`config.mk`:
```
export PLATFORM = sky130hd
export DESIGN_NAME = pstore_array
export DESIGN_NICKNAME = d
export VERILOG_FILES = /design/src/rtl/pstore_array_pkg.sv /design/src/rtl/pstore_array_lane.sv /design/src/rtl/pstore_array.sv
export SDC_FILE = /design/constraint.sdc
export NUM_CORES = 1
export LEC_CHECK = 0
export CORE_MARGIN = 3
export CORE_UTILIZATION = 57
export CTS_BUF_LIST = sky130_fd_sc_hd__clkbuf_8
export DETAILED_ROUTE_END_ITERATION = 7
export GPL_ROUTABILITY_DRIVEN = 0
export PLACE_DENSITY = 0.87
export SYNTH_ARGS = -nofsm -noshare
export SYNTH_HDL_FRONTEND = slang
export SYNTH_SLANG_ARGS = --single-unit
export TNS_END_PERCENT = 10
```
`constraint.sdc`:
```
create_clock -name clk -period 5.3 [get_ports clk]
set_input_delay 0.53 -clock clk [delete_from_list [all_inputs] [get_ports clk]]
set_output_delay 0.53 -clock clk [all_outputs]
set_load 0.01 [all_outputs]
```
`src/rtl/pstore_array_pkg.sv`:
```
// Shared widths and FSM state encoding for the partial-sum store and the layer sequencer.
package pstore_array_pkg;

  localparam int RELU_NODES            = 2;
  localparam int LAYER_1_BIT_WIDTH     = 8;
  localparam int LAYER_1_OUT_BIT_WIDTH = 10;

  typedef enum logic [1:0] {
    PSTORE_IDLE  = 2'd0,
    PSTORE_ACCUM = 2'd1,
    PSTORE_DONE  = 2'd2
  } pstoreState_t;

endpackage

```
`src/rtl/pstore_array_lane.sv`:
```
// One node lane: bias register, signed accumulator with optional clamp, ReLU output mux.
// Term applied at edge t is visible after edge t; no backpressure, the parent decides what to accept.
module pstore_lane #(
  parameter int IN_WIDTH  = 4,
  parameter int OUT_WIDTH = 5,
  parameter int SATURATE  = 1
) (
  input  logic                 clk,
  input  logic                 clr,
  input  logic [IN_WIDTH-1:0]  weightIn,
  input  logic [OUT_WIDTH-1:0] biasIn,
  input  logic                 biasWrite,
  input  logic                 loadNewBias,
  input  logic                 loadOldBias,
  input  logic                 accumulate,
  input  logic                 reluEnable,
  output logic [OUT_WIDTH-1:0] sumOut
);

  localparam logic [OUT_WIDTH-1:0] MAX_VAL = {1'b0, {(OUT_WIDTH-1){1'b1}}};
  localparam logic [OUT_WIDTH-1:0] MIN_VAL = {1'b1, {(OUT_WIDTH-1){1'b0}}};

  logic [OUT_WIDTH-1:0] biasReg;
  logic [OUT_WIDTH-1:0] acc;
  logic [OUT_WIDTH-1:0] accNext;
  logic [OUT_WIDTH:0]   wideSum;

  // One guard bit is enough: the sign-extended term never exceeds the accumulator range.
  always_comb begin
    wideSum = {acc[OUT_WIDTH-1], acc}
            + {{(OUT_WIDTH+1-IN_WIDTH){weightIn[IN_WIDTH-1]}}, weightIn};
    accNext = wideSum[OUT_WIDTH-1:0];
    if (SATURATE != 0 && (wideSum[OUT_WIDTH] != wideSum[OUT_WIDTH-1])) begin
      accNext = wideSum[OUT_WIDTH] ? MIN_VAL : MAX_VAL;
    end
  end

  always_ff @(posedge clk or negedge clr) begin
    if (!clr) begin
      biasReg <= '0;
      acc     <= '0;
    end else begin
      if (biasWrite) biasReg <= biasIn;
      if (loadNewBias)      acc <= biasIn;
      else if (loadOldBias) acc <= biasReg;
      else if (accumulate)  acc <= accNext;
    end
  end

  assign sumOut = (reluEnable && acc[OUT_WIDTH-1]) ? '0 : acc;

endmodule

```
`src/rtl/pstore_array.sv`:
```
// Per-node partial-sum store: bias preload, NUM_INPUTS accumulations, then DONE until sumClear.
// sumOut updates on the accepting edge; no backpressure, terms arriving in DONE are dropped and flagged.
module pstore_array
  import pstore_array_pkg::*;
#(
  parameter int NODES      = RELU_NODES,
  parameter int IN_WIDTH   = LAYER_1_BIT_WIDTH / RELU_NODES,
  parameter int OUT_WIDTH  = LAYER_1_OUT_BIT_WIDTH / RELU_NODES,
  parameter int NUM_INPUTS = 4,
  parameter int SATURATE   = 1
) (
  input  logic                                clk,
  input  logic                                clr,
  input  logic [NODES*IN_WIDTH-1:0]           weightsIn,
  input  logic                                weightValid,
  input  logic [NODES*OUT_WIDTH-1:0]          biasesIn,
  input  logic                                biasWriteEnable,
  input  logic                                sumClear,
  input  logic                                reluEnable,
  output logic [NODES*OUT_WIDTH-1:0]          sumOut,
  output logic                                sumValid,
  output logic                                busy,
  output logic [$clog2(NUM_INPUTS+1)-1:0]     inCount,
  output logic                                dropErr
);

  localparam int CNT_W = $clog2(NUM_INPUTS + 1);
  localparam logic [CNT_W-1:0] LAST_COUNT = CNT_W'(NUM_INPUTS);

  pstoreState_t state;
  logic         loadNewBias;
  logic         loadOldBias;
  logic         accumulate;
  logic [CNT_W-1:0] countNext;

  // Priority is sumClear > biasWriteEnable > weightValid for every lane at once.
  assign loadNewBias = biasWriteEnable && (sumClear || state == PSTORE_IDLE);
  assign loadOldBias = sumClear && !biasWriteEnable;
  assign accumulate  = weightValid && !sumClear && !biasWriteEnable && state != PSTORE_DONE;
  assign countNext   = inCount + 1'b1;

  always_ff @(posedge clk or negedge clr) begin
    if (!clr) begin
      state   <= PSTORE_IDLE;
      inCount <= '0;
      dropErr <= 1'b0;
    end else if (sumClear) begin
      state   <= PSTORE_IDLE;
      inCount <= '0;
      dropErr <= 1'b0;
    end else begin
      if (weightValid && state == PSTORE_DONE) dropErr <= 1'b1;
      if (accumulate) begin
        inCount <= countNext;
        state   <= (countNext == LAST_COUNT) ? PSTORE_DONE : PSTORE_ACCUM;
      end
    end
  end

  assign busy     = (state == PSTORE_ACCUM);
  assign sumValid = (state == PSTORE_DONE);

  for (genvar i = 0; i < NODES; i++) begin : gLane
    pstore_lane #(
      .IN_WIDTH (IN_WIDTH),
      .OUT_WIDTH(OUT_WIDTH),
      .SATURATE (SATURATE)
    ) uLane (
      .clk        (clk),
      .clr        (clr),
      .weightIn   (weightsIn[i*IN_WIDTH +: IN_WIDTH]),
      .biasIn     (biasesIn[i*OUT_WIDTH +: OUT_WIDTH]),
      .biasWrite  (biasWriteEnable),
      .loadNewBias(loadNewBias),
      .loadOldBias(loadOldBias),
      .accumulate (accumulate),
      .reluEnable (reluEnable),
      .sumOut     (sumOut[i*OUT_WIDTH +: OUT_WIDTH])
    );
  end

endmodule

```
==> report_table.html <==
<table>
<tr><th>Metric</th><th>Value</th></tr>
<tr><th colspan="2">Timing</th></tr>
<tr><td>Max Slew Vio Count</td><td>0</td></tr>
<tr><td>Ratio of final minimum period to clock period</td><td>51.06%</td></tr>
<tr><td>Worst setup skew after layout</td><td>0.003298 ns</td></tr>
<tr><td>Total negative slack</td><td>0 ns</td></tr>
<tr><td>Relative max-transition margin</td><td>~31%</td></tr>
<tr><td>Number of failing setup endpoints in the final timing report</td><td>0</td></tr>
<tr><td>Final min period</td><td>2.706 ns</td></tr>
<tr><td>Maximum clock frequency</td><td>369.6 MHz</td></tr>
<tr><td>Setup ws final</td><td>approximately 2.6 ns</td></tr>
<tr><td>Final count of hold timing violations</td><td>0</td></tr>
<tr><td>Setup repair after global routing missed its margin</td><td>false</td></tr>
<tr><td>Tightest Pin Transition</td><td>1.031 ns</td></tr>
<tr><th colspan="2">Clocking</th></tr>
<tr><td># Post-CTS Setup Buffers</td><td>0</td></tr>
<tr><td>Clock latency of the later-clocked register in the worst-skew pair</td><td>0.27 ns</td></tr>
<tr><td>Root Buffer Master</td><td>clkbuf_8</td></tr>
<tr><td>Clock Sink Count</td><td>26</td></tr>
<tr><td>Clock tree from TritonCTS</td><td>yes</td></tr>
<tr><td>Cts bufs inserted</td><td>3</td></tr>
<tr><td>Total of cells resized after clock tree synthesis</td><td>0</td></tr>
<tr><td>Hold bufs inserted after CTS</td><td>0</td></tr>
<tr><td>Clock slew at the register clock pins of the worst setup and hold paths</td><td>0.09 ns</td></tr>
<tr><td>Deepest level of the CTS H-tree</td><td>1</td></tr>
<tr><td>CTS max path bufs</td><td>2</td></tr>
<tr><th colspan="2">Synth</th></tr>
<tr><td>Number of flip-flops and latches in the synthesized netlist</td><td>26</td></tr>
<tr><td>Cell accounting for the most synthesized area</td><td>dfrtp_1</td></tr>
<tr><td>Most common cell in the netlist</td><td>dfrtp_1</td></tr>
<tr><td>Fraction of registers with async set/reset</td><td>between 90% and 100%</td></tr>
<tr><td>Area fraction of the dominant cell type after synthesis</td><td>around 33%</td></tr>
<tr><td>Syn Std Cell Area</td><td>1953 um2</td></tr>
<tr><td>Sequential-to-total area share from yosys stat</td><td>~33%</td></tr>
<tr><td>Cell types occupying the most area after synthesis</td><td>dfrtp_1 (33%), ha_1 (7.7%), mux2_1 (4.6%)</td></tr>
<tr><td>Instance count of the mapped netlist</td><td>about 210</td></tr>
<tr><td>Synthesized Nets</td><td>252</td></tr>
<tr><td>Count of flip-flops with a built-in enable after synthesis</td><td>0</td></tr>
<tr><td>Leading register cell type out of synthesis</td><td>dfrtp_1</td></tr>
<tr><td>Synth Area per Inst</td><td>9.127 um2</td></tr>
<tr><td>Number of distinct library cell variants in the gate-level netlist after synthesis</td><td>57</td></tr>
<tr><td>Most instantiated cells after synthesis</td><td>dfrtp_1 (26), nand2_1 (23), a21oi_1 (17)</td></tr>
<tr><td>Synthesis warning total</td><td>0</td></tr>
<tr><th colspan="2">Worst setup path</th></tr>
<tr><td>Slowest stage delay, CP</td><td>0.46 ns</td></tr>
<tr><td>Chain of cells forming the critical path</td><td>clkdlybuf4s50_1 -&gt; ha_1 -&gt; fa_1 -&gt; a211oi_2 -&gt; nor2_1 -&gt; a222oi_1 -&gt; a21oi_1 -&gt; o41ai_2</td></tr>
<tr><td>Slowest library cell on the worst path</td><td>fa_1</td></tr>
<tr><td>Worst setup EP type</td><td>flop</td></tr>
<tr><td>Crit path launch</td><td>weightsIn[4]</td></tr>
<tr><td>End point of the critical path</td><td>gLane[1].uLane.acc[3]</td></tr>
<tr><td>Critical path start-end classification</td><td>in2reg</td></tr>
<tr><td>Arrival time of the worst setup path</td><td>2.87 ns</td></tr>
<tr><td>Required time at the endpoint of the critical path</td><td>5.46 ns</td></tr>
<tr><td>Worst Reg-to-Reg Cells</td><td>7</td></tr>
<tr><td>Launch instance of the worst register-to-register path</td><td>gLane[1].uLane.acc[0]</td></tr>
<tr><td>Critical Path Fanout Max</td><td>6</td></tr>
<tr><td>Reg-to-reg critical path endpoint</td><td>gLane[1].uLane.acc[3]</td></tr>
<tr><td>Setup slack on the worst flop-to-flop path</td><td>2.86 ns</td></tr>
<tr><td>Startpoint types</td><td>input port</td></tr>
<tr><th colspan="2">Routing</th></tr>
<tr><td>Residual DRC count</td><td>0</td></tr>
<tr><td>Wirelength per Cell</td><td>15.92 um</td></tr>
<tr><td>Detailed Routing Iterations Pass 1</td><td>5</td></tr>
<tr><td>Violation count after the first detailed-route iteration</td><td>147</td></tr>
<tr><td>Via Count</td><td>1764</td></tr>
<tr><td>Detailed Route WL</td><td>4697 um</td></tr>
<tr><td>Number of nets with antenna violations after routing</td><td>0</td></tr>
<tr><td>Post-DR vias/cell</td><td>5.980</td></tr>
<tr><th colspan="2">Min path</th></tr>
<tr><td>Class of the worst hold path</td><td>reg2reg</td></tr>
<tr><th colspan="2">Run status</th></tr>
<tr><td>Status</td><td>finished, final reports clean</td></tr>
<tr><th colspan="2">GRT</th></tr>
<tr><td>GRT Resource Usage Total</td><td>23.71%</td></tr>
<tr><td>Antenna violations before repair</td><td>0</td></tr>
<tr><td>Maximum number of pins on one net before global-route repair</td><td>29</td></tr>
<tr><td>Total overflow reported by the global router</td><td>0</td></tr>
<tr><td>Via count of the first global-routing pass</td><td>1738</td></tr>
<tr><td>Global-route wire length before repair</td><td>7948 um</td></tr>
<tr><th colspan="2">Floorplanning</th></tr>
<tr><td>Cell Rows</td><td>20</td></tr>
<tr><td>Horizontal die dimension</td><td>64.54 um</td></tr>
<tr><td>Number of top-level pins</td><td>40</td></tr>
<tr><td>Standard cell core area</td><td>approximately 3200 um2</td></tr>
<tr><td>Die Footprint</td><td>4165 um2</td></tr>
<tr><td>Initial core utilization</td><td>approximately three fifths</td></tr>
<tr><td>Height of the die</td><td>~65 um</td></tr>
<tr><th colspan="2">Placement</th></tr>
<tr><td>Post-Place Setup Slack</td><td>2.352 ns</td></tr>
<tr><td>Number of port buffers</td><td>39</td></tr>
<tr><td>Post-detailed-placement half-perimeter wirelength</td><td>3691 um</td></tr>
<tr><th colspan="2">Power and ir drop</th></tr>
<tr><td>Clock network power share</td><td>approximately 23%</td></tr>
<tr><td>Combinational fraction of design power</td><td>43.0%</td></tr>
<tr><td>Internal Pwr Total</td><td>470.5 uW</td></tr>
<tr><td>Static Leakage</td><td>0.001062 uW</td></tr>
<tr><td>Seq pwr share</td><td>34.3%</td></tr>
<tr><td>Max rail drop VDD</td><td>160.2 uV</td></tr>
<tr><td>Switching portion of total power</td><td>33.78%</td></tr>
<tr><td>Total net switching power</td><td>~240 uW</td></tr>
<tr><td>Total power density per cell area</td><td>290.0 nW/um2</td></tr>
<tr><th colspan="2">Layout</th></tr>
<tr><td>Utilization of the core after routing</td><td>77.70%</td></tr>
<tr><td>P&amp;R area growth vs syn</td><td>25.43%</td></tr>
<tr><td>Number of diodes added for antenna fixing</td><td>0</td></tr>
<tr><td># nets final</td><td>290</td></tr>
<tr><td>Fraction of final layout cells sized beyond drive strength 1</td><td>5.976%</td></tr>
<tr><td>Total of fill cells in the finished design</td><td>256</td></tr>
<tr><th colspan="2">Flow run</th></tr>
<tr><td>Number of violations of the max-capacitance limit</td><td>0</td></tr>
</table>
per-stage QoR:
stage | instance area, um2 | total power [uW] | hold WS (ns) | instances
floorplan | 1953 | 447.9 | 0.2344 | 214
global placement | 2379 | 543.7 | 0.4606 | 291
detailed placement | 2379 | 549.3 | 0.4665 | 291
CTS | 2450 | 709.7 | 0.4969 | 295
global route | 2450 | 760.4 | 0.5127 | 295
finish | 2450 | 710.6 | 0.4951 | 295
layout by cell type (no fill, tap or decap), types with 3 or more instances in the layout:
cell type and instances:
clkbuf_8 3, clkdlybuf4s50_1 39, a31oi_1 4, a21oi_1 17
nand2_1 23, o21ai_0 8, nor2_1 14, ha_1 12
nor2b_1 6, xor2_1 4, nand2b_1 4, and2_1 12
dfrtp_1 26, o21ai_1 4, a211o_1 3, mux2_1 8
a21o_1 4, inv_1 4
power groups by stage:
stage	clock network, uW	logic, uW	registers (uW)
after floorplan	0	209	239
after global placement	0	297	246
after detailed placement	0	302	247
after CTS	164	303	244
after global routing	175	339	247
final	162	305	243
state kept, by name, summed over array words and instances, names as in the netlist:
name and flops:
gLane.uLane.biasReg 10, state 2, dropErr 1, inCount 3, gLane.uLane.acc 10
worst min-delay path by stage:
| stage | startpoint | endpoint | slack (ns) | cells after the start |
|---|---|---|---|---|
| after floorplan | clr | dropErr | 0.23 | 0 |
| after global placement | gLane[1].uLane.biasReg[4] | gLane[1].uLane.biasReg[4] | 0.46 | 2 |
| after detailed placement | gLane[0].uLane.biasReg[4] | gLane[0].uLane.biasReg[4] | 0.47 | 2 |
| after CTS | gLane[1].uLane.biasReg[1] | gLane[1].uLane.biasReg[1] | 0.50 | 1 |
| after global routing | gLane[0].uLane.biasReg[3] | gLane[0].uLane.biasReg[3] | 0.51 | 1 |
| final | gLane[0].uLane.biasReg[2] | gLane[0].uLane.biasReg[2] | 0.50 | 1 |
worst max-delay path: cells and delay by family:
family	cells	cell delay, ns
simple gates	1	0.18
compound gates	4	1.06
fa+ha+maj	2	0.70
buf+inv	1	0.41
routing by layer:
metal / global-route usage, % / share of wire (%) / up-vias / wire length [um]
met5: 0 / 0 / - / 0
li1: - / - / 868 / -
met3: 2.946 / 5.6 / 6 / 265
met4: 6.860 / 1.2 / 0 / 55
met2: 39.69 / 48 / 66 / 2254
met1: 32.19 / 45 / 824 / 2122
final cells by class:
cell class | instances | area [um2] | area share [%]
repair buffers | 40 | 397.9 | 16.24
multi-input cells | 176 | 1256 | 51.28
well taps | 44 | 55.05 | 2.247
inverters | 5 | 18.77 | 0.7661
clock inverters | 1 | 30.03 | 1.226
flip-flops and latches | 26 | 650.6 | 26.56
clock buffers | 3 | 41.29 | 1.685
logic make-up after synthesis:
| kind of cell | after synthesis | share of synthesized area, % |
|---|---|---|
| adder cells (fa/ha/maj) | 15 | 10.25 |
| multiplexers | 10 | 5.638 |
| XOR/XNOR | 6 | 2.691 |
| AND/OR/NAND/NOR | 73 | 19.35 |
| buffers and inverters | 12 | 2.370 |
| AO/OA/AOI/OAI | 72 | 26.39 |
| flip-flops | 26 | 33.31 |
Note: power is estimated with default switching activity, not from simulation.
